[config.mk]
export PLATFORM = sky130hd
export DESIGN_NAME = cdb_arbiter
export DESIGN_NICKNAME = d
export VERILOG_FILES = /design/src/rtl/cdb_arbiter.sv
export SDC_FILE = /design/constraint.sdc
export NUM_CORES = 1
export LEC_CHECK = 0
export BUFFER_PORTS_ARGS = -buffer_cell sky130_fd_sc_hd__buf_2
export CAP_MARGIN = 40
export CORE_AREA = 2 2 88 90
export DETAILED_ROUTE_END_ITERATION = 8
export DIE_AREA = 0 0 90 92
export GPL_TIMING_DRIVEN = 0
export PLACE_DENSITY = 0.95
export SKIP_LAST_GASP = 1
export SLEW_MARGIN = 20
export SYNTH_ARGS = -nofsm -noshare
export SYNTH_HDL_FRONTEND = slang
export SYNTH_SLANG_ARGS = --single-unit
[constraint.sdc]
create_clock -name clk -period 3.2 [get_ports clk]
set_clock_uncertainty 0.15 [all_clocks]
set_input_delay 0.48 -clock clk [delete_from_list [all_inputs] [get_ports clk]]
set_output_delay 0.48 -clock clk [all_outputs]
set_load 0.03 [all_outputs]
[src/rtl/cdb_arbiter.sv]
// Common Data Bus arbiter: picks one completing functional unit per cycle
// with rotating round-robin priority and registers its result onto the CDB,
// which feeds the register-file write port, its bypass and the RS/ROB wakeup.
module cdb_arbiter #(
  parameter int NUM_REQ      = 4,
  parameter int PRD_WIDTH    = 6,
  parameter int ROB_ID_WIDTH = 5
) (
  input  logic                               clk,
  input  logic                               rst,
  input  logic                               flush,
  input  logic [NUM_REQ-1:0]                 req_valid,
  output logic [NUM_REQ-1:0]                 req_ready,
  input  logic [NUM_REQ*PRD_WIDTH-1:0]       req_prd,
  input  logic [NUM_REQ*32-1:0]              req_result,
  input  logic [NUM_REQ*ROB_ID_WIDTH-1:0]    req_rob_id,
  output logic                               cdb_valid,
  output logic [PRD_WIDTH-1:0]               cdb_prd,
  output logic [31:0]                        cdb_result,
  output logic [ROB_ID_WIDTH-1:0]            cdb_rob_id
);

  localparam int          PTR_W  = (NUM_REQ > 1) ? $clog2(NUM_REQ) : 1;
  localparam int unsigned NREQ_U = NUM_REQ;

  if (NUM_REQ < 2) begin : g_param_check
    $error("cdb_arbiter needs at least two requesters");
  end

  // Index arithmetic modulo NUM_REQ; base and offset are both below NUM_REQ,
  // so one conditional subtract is enough and non-power-of-two counts work.
  function automatic logic [PTR_W-1:0] wrap_add(input logic [PTR_W-1:0] base,
                                                input int unsigned       off);
    int unsigned sum;
    sum = 32'(base) + off;
    if (sum >= NREQ_U) sum = sum - NREQ_U;
    return sum[PTR_W-1:0];
  endfunction

  // Rotating priority pointer: the requester searched first this cycle.
  logic [PTR_W-1:0]        ptr_p0;

  logic [NUM_REQ-1:0]      grant_p0;
  logic [PTR_W-1:0]        gnt_idx_p0;
  logic [PTR_W-1:0]        scan_idx;
  logic                    found;
  logic                    xfer_p0;

  logic [PRD_WIDTH-1:0]    sel_prd_p0;
  logic [31:0]             sel_result_p0;
  logic [ROB_ID_WIDTH-1:0] sel_rob_id_p0;

  logic                    vld_p1;
  logic [PRD_WIDTH-1:0]    prd_p1;
  logic [31:0]             result_p1;
  logic [ROB_ID_WIDTH-1:0] rob_id_p1;

  // ---- stage p0: arbitration (valid-only, never looks at payload) ----

  // Round-robin search starting at ptr; reset and flush suppress any grant.
  always_comb begin
    grant_p0   = '0;
    gnt_idx_p0 = '0;
    scan_idx   = '0;
    found      = 1'b0;
    if (!rst && !flush) begin
      for (int unsigned k = 0; k < NREQ_U; k++) begin
        scan_idx = wrap_add(ptr_p0, k);
        if (!found && req_valid[scan_idx]) begin
          found      = 1'b1;
          gnt_idx_p0 = scan_idx;
        end
      end
      if (found) grant_p0[gnt_idx_p0] = 1'b1;
    end
  end

  // A grant is only ever issued to a valid requester, so any grant is a transfer.
  assign xfer_p0   = |grant_p0;
  assign req_ready = grant_p0;

  // Select the winner's payload from the one-hot grant.
  always_comb begin
    sel_prd_p0    = '0;
    sel_result_p0 = '0;
    sel_rob_id_p0 = '0;
    for (int i = 0; i < NUM_REQ; i++) begin
      if (grant_p0[i]) begin
        sel_prd_p0    = req_prd[i*PRD_WIDTH +: PRD_WIDTH];
        sel_result_p0 = req_result[i*32 +: 32];
        sel_rob_id_p0 = req_rob_id[i*ROB_ID_WIDTH +: ROB_ID_WIDTH];
      end
    end
  end

  // ---- stage p1: registered CDB broadcast ----

  // Advance the pointer past the winner and capture its payload; reset clears
  // the broadcast so a half-issued result never reaches wakeup logic.
  always_ff @(posedge clk) begin
    if (rst) begin
      ptr_p0    <= '0;
      vld_p1    <= 1'b0;
      prd_p1    <= '0;
      result_p1 <= '0;
      rob_id_p1 <= '0;
    end else begin
      vld_p1 <= xfer_p0;
      if (xfer_p0) begin
        ptr_p0    <= wrap_add(gnt_idx_p0, 1);
        prd_p1    <= sel_prd_p0;
        result_p1 <= sel_result_p0;
        rob_id_p1 <= sel_rob_id_p0;
      end
    end
  end

  assign cdb_valid  = vld_p1;
  assign cdb_prd    = prd_p1;
  assign cdb_result = result_p1;
  assign cdb_rob_id = rob_id_p1;

endmodule

==> results of run 1 <==
[area by class of cell]
cell class,count,area share
Timing Repair Buffer,226,0.242
Clock inverter,1,0.00107
Multi-Input combinational cell,336,0.443
Inverter,2,0.00161
Clock buffer,7,0.0185
Buffer,52,0.0691
Tap cell,102,0.0273
Sequential cell,46,0.197
[Yosys cell counts (all sizes together), types with 8 or more instances]
cell,n
a21o,43
a22oi,43
a32oi,43
buf,31
clkbuf,21
dfxtp,46
nand2,44
nand3,43
nor2,8
o21ai,88
[placed cells by master, fill, tap and decap left out, types with 3 or more instances in the layout]
| master | n |
|---|---|
| buf_2 | 241 |
| dfxtp_1 | 46 |
| nand2_1 | 44 |
| o21ai_0 | 44 |
| a21o_1 | 43 |
| nand3_1 | 43 |
| a22oi_1 | 43 |
| o21ai_1 | 42 |
| a32oi_1 | 41 |
| clkbuf_1 | 22 |
| buf_6 | 13 |
| nor2_1 | 8 |
| clkbuf_8 | 6 |
| buf_4 | 3 |
[worst register-to-register path, delay by kind of cell, from the launching register on]
| kind | cells | cell delay [ns] |
|---|---|---|
| buffers and inverters | 3 | 0.50 |
| and+or+nand+nor | 1 | 0.47 |
| DFF | 1 | 0.33 |
| muxes | 1 | 0.30 |
| AOI/OAI and AO/OA | 3 | 0.57 |
[flip-flops by register name, summed over array words and instances, names as in the netlist]
signal and count:
ptr_p0 2, cdb_valid 1, cdb_result 32, cdb_rob_id 5, cdb_prd 6
[through the flow]
stage | cells | instance area (µm²) | hold WS [ns] | worst slack, ns | power [mW]
after floorplan | 436 | 3320 | 0.378 | 0.704 | 1.05
after global placement | 764 | 4580 | 0.300 | 0.142 | 1.28
after detailed placement | 764 | 4580 | 0.311 | 0.122 | 1.30
after CTS | 772 | 4670 | 0.211 | 0.115 | 1.68
after global routing | 772 | 4670 | 0.202 | 0.00934 | 1.77
final | 772 | 4670 | 0.211 | 0.125 | 1.68
[routing by layer]
layer	routed length, µm	GRT usage	vias to the layer above
met2	6760	0.551	337
met5	0	0	-
met4	295	0.127	0
met1	5130	0.374	2098
li1	-	-	2141
met3	1340	0.0575	32
[power by group through the flow]
stage / logic [mW] / clock network (mW) / registers, mW
floorplan: 0.324 / 0 / 0.723
global placement: 0.632 / 0 / 0.652
detailed placement: 0.648 / 0 / 0.655
CTS: 0.650 / 0.387 / 0.642
global route: 0.710 / 0.416 / 0.648
finish: 0.658 / 0.383 / 0.643
[path summary, 6_finish.rpt]
path / endpoint / slack [ns] / cells after the start
max: req_ready[0] / 0.13 / 8
min: ptr_p0[0]$_SDFFE_PP0P_ / 0.21 / 2
max reg2reg: cdb_result[21]$_SDFFE_PP0P_ / 0.76 / 8
min reg2reg: cdb_result[12]$_SDFFE_PP0P_ / 0.32 / 2
[logic make-up after synthesis]
kind of cell,after synthesis,share of synthesized area
DFF,46,0.277
muxes,1,0.00301
AOI/OAI and AO/OA,226,0.469
and+or+nand+nor,109,0.151
buffers and inverters,54,0.0995
==> results.yml, run 1 <==
run_status:
  status: "finished, final reports clean"
yosys:
  synth_area_leader_cell: "dfxtp_1"
  synth_area_um2: 3320
  synth.distinct_cells: 36
  syn_avg_cell_area_um2: 7.62
  async_flop_share: 0
  ys_seq_area_frac: 0.277
  synthFlopType: "dfxtp_1"
  ys_seq_elements: 46
  synth_area_leaders: "dfxtp_1 28%, a32oi_1 11%, a21o_1 9.7%"
  synth_edf_count: 0
  yosys_warnings: 0
  netlist.area_leader.share: 0.277
  syn-instance-count: 436
  synth_nets: 615
power_and_ir_drop:
  swShare: 0.379
  clkPwrFrac: 0.227
  p_comb_frac: 0.391
  p_sw_mw: 0.638
  p_per_area_nw_per_um2: 361
  p_leak_nw: 2.01
  p_int_mw: 1.05
  pwr-share-seq: 0.382
  ir_drop_v: 0.000198
clocking:
  worstSkewPairLatency_ns: 0.30
  cts_buffer_depth: 2
  cts-root-buf: "clkbuf_8"
  clkSinkCount: 46
  clk_pin_slew_worst_paths_ns: 0.09
  cts_hold_buf: 0
  cts_setup_buffers: 0
  numCtsBuffers: 5
  cts_tree: "built"
  ctsResizeCount: 0
  htreeDepth: 2
placed_design:
  io_buffer_count: 226
  routabilityCongestion: 0.837
  dp.final_hpwl_mm: 9.91
setup_path:
  crit_buf_inv: 4
  crit_start: "rst"
  end_kind: "output pin"
  crit_type: "in2out"
  cpLargestDelayFamily: "simple AND/OR/NAND/NOR gates"
  slowest_stage: "nor2_1"
  start_kind: "input pin"
  path_max_fanout: 10
  cp_slowest_stage_delay_ns: 0.60
  critPathRequiredTime_ns: 2.57
  crit_path_frequent_cell: "buf_2"
  rr_startpoint: "ptr_p0[1]$_SDFFE_PP0P_"
  path_cells: "buf_2, or2_1, nor2_1, o21a_1, buf_2, buf_2, and2_1, buf_2"
  cp.arrival_ns: 2.44
timing:
  hold_violations: 0
  fin_crit_sh: 0.961
  relSlewSlack: 0.501
  layout_min_cycle_time_ns: 3.07
  tns_ns: 0
  tightest_slew_ns: 0.746
  fmax_mhz: 325
  slew_violations: 0
  rsz0062_at_grt: "no"
  finalSetupViolations: 0
floorplan:
  ios: 227
  start_util: 0.446
  core_um2: 7450
  die_area_um2: 8280
  num_rows: 32
  die_w_um: 90
  die_h_um: 92
cells_and_area:
  utilization: 0.627
  drive_above_1_share: 0.403
  final_nets: 848
  fillCellCount: 699
  antenna_cells: 0
  multi_input_area_um2: 2070
  area_growth_syn_to_layout_pct: 40.7
  regArea_um2: 921
grt:
  antenna_found_initial: 0
  grt-ovfl-total: 0
  grtUsageTotal: 0.312
  grt_pass1_wl_mm: 21.4
  grt_pass1_vias: 4515
  grt_max_degree: 14
route:
  drtAntennaViolNets: 0
  vias_per_cell: 5.97
  vias: 4608
  first_pass_iters: 6
  first_iter_violations: 353
  wirelength_mm: 13.5
  wire_per_inst_um: 17.5
  drc: 0
hold_path:
  worstHoldStart: "rst"
  worstHoldPathType: "in2reg"
run:
  maxCapViolCount: 0
Power figures use the tool's default switching activity.
==> inputs of run 2 (changes only) <==
--- a/config.mk
+++ b/config.mk
@@ -7,9 +7,11 @@
 export LEC_CHECK = 0
 export BUFFER_PORTS_ARGS = -buffer_cell sky130_fd_sc_hd__buf_2
 export CAP_MARGIN = 40
-export CORE_AREA = 2 2 88 90
+export CELL_PAD_IN_SITES_DETAIL_PLACEMENT = 0
+export CELL_PAD_IN_SITES_GLOBAL_PLACEMENT = 2
+export CORE_AREA = 2 2 124 126
 export DETAILED_ROUTE_END_ITERATION = 8
-export DIE_AREA = 0 0 90 92
+export DIE_AREA = 0 0 126 128
 export GPL_TIMING_DRIVEN = 0
 export PLACE_DENSITY = 0.95
 export SKIP_LAST_GASP = 1
==> results.yml, run 2 (synthesized netlist as in run 1, its figures left out) <==
hold_path:
  worstHoldStart: "rst"
  hold_depth: 2
  worstHoldPathType: "in2reg"
  whs_endpoint: "ptr_p0[0]$_SDFFE_PP0P_"
route:
  drtAntennaViolNets: 0
  first_pass_iters: 4
  drc: 0
  wirelength_mm: 15.5
  first_iter_violations: 210
  wire_per_inst_um: 18.1
  vias_per_cell: 5.10
  vias: 4379
setup_path:
  r2r_slack_ns: 0.78
  critPathRequiredTime_ns: 2.57
  cp.arrival_ns: 2.39
  path_max_fanout: 10
  reg2reg_to: "cdb_result[16]$_SDFFE_PP0P_"
  end_kind: "output pin"
  start_kind: "flip-flop"
  worstRegToRegCells: 6
  crit_type: "reg2out"
  rr_startpoint: "ptr_p0[0]$_SDFFE_PP0P_"
cells_and_area:
  utilization: 0.326
  drive_above_1_share: 0.404
  fin_area_um2: 4850
  most-common-layout-cells: "241 x buf_2, 46 x dfxtp_1, 44 x nand2_1, 44 x o21ai_0"
  antenna_cells: 0
  final_nets: 849
  largest_reg_flops: 32
  final_common_cell: "buf_2"
  area_growth_syn_to_layout_pct: 46.0
placed_design:
  io_buffer_count: 226
  routabilityCongestion: 0.766
  dp.final_hpwl_mm: 11.8
  place_area_um2: 4690
grt:
  grt_pass1_wl_mm: 23.2
  grt_pass1_vias: 4313
  antenna_found_initial: 1
  grt_max_degree: 15
  grtUsageTotal: 0.183
  grt-ovfl-total: 0
timing:
  tightest_slew_ns: 0.751
  relSlewSlack: 0.498
  finalSetupViolations: 0
  slew_violations: 0
  hold_violations: 0
  fmax_mhz: 331
  fin_crit_sh: 0.944
  layout_min_cycle_time_ns: 3.02
run_status:
  status: "finished, final reports clean"
clocking:
  htreeDepth: 2
  cts_tree: "built"
  clkSinkCount: 46
  cts_hold_buf: 0
  cts_buffer_depth: 2
  clk_pin_slew_worst_paths_ns: 0.07
  worstSkewPairLatency_ns: 0.29
  cts-root-buf: "clkbuf_16"
  numCtsBuffers: 5
power_and_ir_drop:
  p_total_mw: 1.85
  p_leak_nw: 2.04
  p_per_area_nw_per_um2: 382
  ir_drop_v: 0.000201
floorplan:
  die_h_um: 128
  core_um2: 14900
  die_w_um: 126
  num_rows: 45
  ios: 227
  start_util: 0.223
  die_area_um2: 16100
run:
  maxCapViolCount: 0
==> run 2: cell types whose count changed in the layout (fill, tap and decap cells not counted), sizes merged <==
cell,before,now
buf,257,258
clkbuf,28,27
clkinv,2,3
==> run 2: metrics by stage <==
step | std cells | setup slack (ns) | hold slack [ns] | setup TNS, ns
floorplan | 436 | 0.704 | 0.378 | 0
global placement | 850 | -0.137 | 0.302 | -0.137
detailed placement | 851 | 0.239 | 0.304 | 0
CTS | 859 | 0.100 | 0.211 | 0
global route | 859 | -0.00610 | 0.212 | -0.00610
finish | 859 | 0.178 | 0.222 | 0
==> run 2: worst max path at each step <==
stage	start	to	slack, ns	depth (start not counted)
3_3_place_gp	rst	req_ready[0]	-0.14	8
4_1_cts	ptr_p0[1]$_SDFFE_PP0P_	req_ready[3]	0.10	8
6_report	ptr_p0[1]$_SDFFE_PP0P_	req_ready[3]	0.18	8
2_1_floorplan	req_valid[2]	req_ready[1]	0.70	5
5_1_grt	ptr_p0[1]$_SDFFE_PP0P_	req_ready[3]	-0.006	8
3_5_place_dp	req_valid[2]	cdb_rob_id[3]$_SDFFE_PP0P_	0.24	7
==> run 2: per-layer routing <==
layer	GRT usage	vias to the layer above	part of all wire
met3	0.0559	10	0.086
met1	0.228	2028	0.44
li1	-	2154	-
met5	0	-	0
met4	0.0356	0	0.0086
met2	0.316	187	0.47
==> run 2: cell type report <==
cell class	count	area, µm²
Buffer	52	323
Clock buffer	6	129
Clock inverter	2	13.8
Fill cell	1701	10000
Inverter	2	7.51
Multi-Input combinational cell	336	2080
Sequential cell	46	921
Tap cell	188	235
Timing Repair Buffer	227	1140
==> run 2: report_power, final <==
group	internal [mW]	switching, mW
logic	0.262	0.403
registers	0.612	0.0315
clock network	0.291	0.254
total	1.17	0.689
==> run 2: timing repair <==
action / CTS / global route
endpoints found under the setup margin: 0 / 1
buffers inserted: 0 / 0
resized for setup: 0 / 1
==> run 2: worst max-delay path, cell delays in order (launching register included) <==
cell and delay (ns):
dfxtp_1 0.32, buf_6 0.12, mux2i_1 0.32, o221ai_4 0.24, or4_1 0.45, buf_2 0.23
buf_6 0.18, inv_2 0.04, buf_2 0.18
==> inputs of run 3 (changes only) <==
--- a/config.mk
+++ b/config.mk
@@ -9,9 +9,9 @@
 export CAP_MARGIN = 40
 export CELL_PAD_IN_SITES_DETAIL_PLACEMENT = 0
 export CELL_PAD_IN_SITES_GLOBAL_PLACEMENT = 2
-export CORE_AREA = 2 2 124 126
+export CORE_AREA = 8 8 130 132
 export DETAILED_ROUTE_END_ITERATION = 8
-export DIE_AREA = 0 0 126 128
+export DIE_AREA = 0 0 138 140
 export GPL_TIMING_DRIVEN = 0
 export PLACE_DENSITY = 0.95
 export SKIP_LAST_GASP = 1
==> results.yml, run 3 (synthesized netlist as in run 1, its figures left out) <==
run_status:
  status: "finished, final reports clean"
cells_and_area:
  largest_reg_flops: 32
  drive_above_1_share: 0.406
  fillCellCount: 1686
  final_nets: 849
  final_common_cell: "buf_2"
  most-common-layout-cells: "241 x buf_2, 46 x dfxtp_1, 44 x nand2_1, 44 x o21ai_0"
  regArea_um2: 921
  antenna_cells: 0
  fin_area_um2: 4830
  multi_input_area_um2: 2070
  area_growth_syn_to_layout_pct: 45.5
clocking:
  cts_buffer_depth: 2
  cts-root-buf: "clkbuf_16"
  worstSkewPairLatency_ns: 0.30
  numCtsBuffers: 5
  cts_setup_buffers: 0
  cts_tree: "built"
  clkSinkCount: 46
  clk_pin_slew_worst_paths_ns: 0.07
  htreeDepth: 2
setup_path:
  start_kind: "flip-flop"
  slowest_stage: "or4_1"
  crit_type: "reg2out"
  path_cells: "buf_6, mux2i_1, o221ai_2, or4_1, buf_2, buf_6, inv_2, buf_2"
  crit_start: "ptr_p0[1]$_SDFFE_PP0P_"
  critPathRequiredTime_ns: 2.57
  rr_startpoint: "ptr_p0[1]$_SDFFE_PP0P_"
  end_kind: "output pin"
  path_max_fanout: 10
  cpLargestDelayFamily: "buffers and inverters"
  crit_buf_inv: 5
  cp.arrival_ns: 2.37
  cp_slowest_stage_delay_ns: 0.47
placed_design:
  routabilityCongestion: 0.780
  place_area_um2: 4690
  io_buffer_count: 226
  dp.final_hpwl_mm: 13.2
route:
  drc: 0
  vias_per_cell: 5.10
  wirelength_mm: 17.0
  wire_per_inst_um: 19.9
  drtAntennaViolNets: 0
  first_iter_violations: 192
  first_pass_iters: 5
  vias: 4380
timing:
  finalSetupViolations: 0
  relSlewSlack: 0.573
  fin_crit_sh: 0.939
  tns_ns: 0
  layout_min_cycle_time_ns: 3.00
  tightest_slew_ns: 0.641
  slew_violations: 0
  rsz0062_at_grt: "no"
  fmax_mhz: 333
  hold_violations: 0
grt:
  grt_pass1_wl_mm: 26.2
  grt_pass1_vias: 4617
  grt-ovfl-total: 0
  grtUsageTotal: 0.168
  grt_max_degree: 14
  antenna_found_initial: 0
floorplan:
  die_h_um: 140
  die_area_um2: 19300
  ios: 227
  num_rows: 45
  start_util: 0.223
  die_w_um: 138
  core_um2: 14900
hold_path:
  worstHoldPathType: "in2reg"
  worstHoldStart: "rst"
power_and_ir_drop:
  ir_drop_v: 0.000180
  p_leak_nw: 2.04
  p_per_area_nw_per_um2: 380
run:
  maxCapViolCount: 0
-- run 3: cell types whose count changed in the layout (fill, tap and decap cells not counted), sizes merged --
cell    before  now
clkbuf      27   26
-- run 3: through the flow --
stage	hold slack, ns	cells	setup WS [ns]	util	power (mW)
final	0.214	858	0.196	0.325	1.84
after global routing	0.213	858	0.0499	0.325	1.96
after detailed placement	0.306	851	-0.0123	0.316	1.33
after global placement	0.304	850	-0.0378	0.315	1.33
after CTS	0.205	858	0.137	0.325	1.87
after floorplan	0.378	436	0.704	-	1.05
-- run 3: routing by layer --
| layer | wire length, µm | track usage | up-vias | share of wire |
|---|---|---|---|---|
| met5 | 0 | 0 | - | 0 |
| met4 | 179 | 0.0355 | 0 | 0.011 |
| met3 | 1690 | 0.0575 | 13 | 0.099 |
| li1 | - | - | 2145 | - |
| met1 | 7420 | 0.210 | 2005 | 0.44 |
| met2 | 7750 | 0.271 | 217 | 0.45 |
-- run 3: worst paths after layout --
kind                                 end  slack [ns]  cells past startpoint
max                         req_ready[3]        0.20                      8
min reg2reg   cdb_result[4]$_SDFFE_PP0P_        0.32                      2
max reg2reg  cdb_result[16]$_SDFFE_PP0P_        0.78                      8
min               ptr_p0[0]$_SDFFE_PP0P_        0.21                      2
-- run 3: what timing repair did --
item,CTS,global route
hold buffers,0,0
endpoints found under the setup margin,1,0
resized for setup,1,0
-- run 3: final cells by class --
cell class                 count  share of cell area
buffer                        52              0.0668
clock buffer                   5              0.0259
clock inverter                 2             0.00207
inverter                       2             0.00155
multi-input combinational    336               0.429
sequential                    46               0.191
tap                          188              0.0487
timing repair buffer         227               0.236
-- run 3: power breakdown --
part / switching, mW / internal (mW)
Sequential: 0.0309 / 0.612
Combinational: 0.405 / 0.261
Clock: 0.243 / 0.283
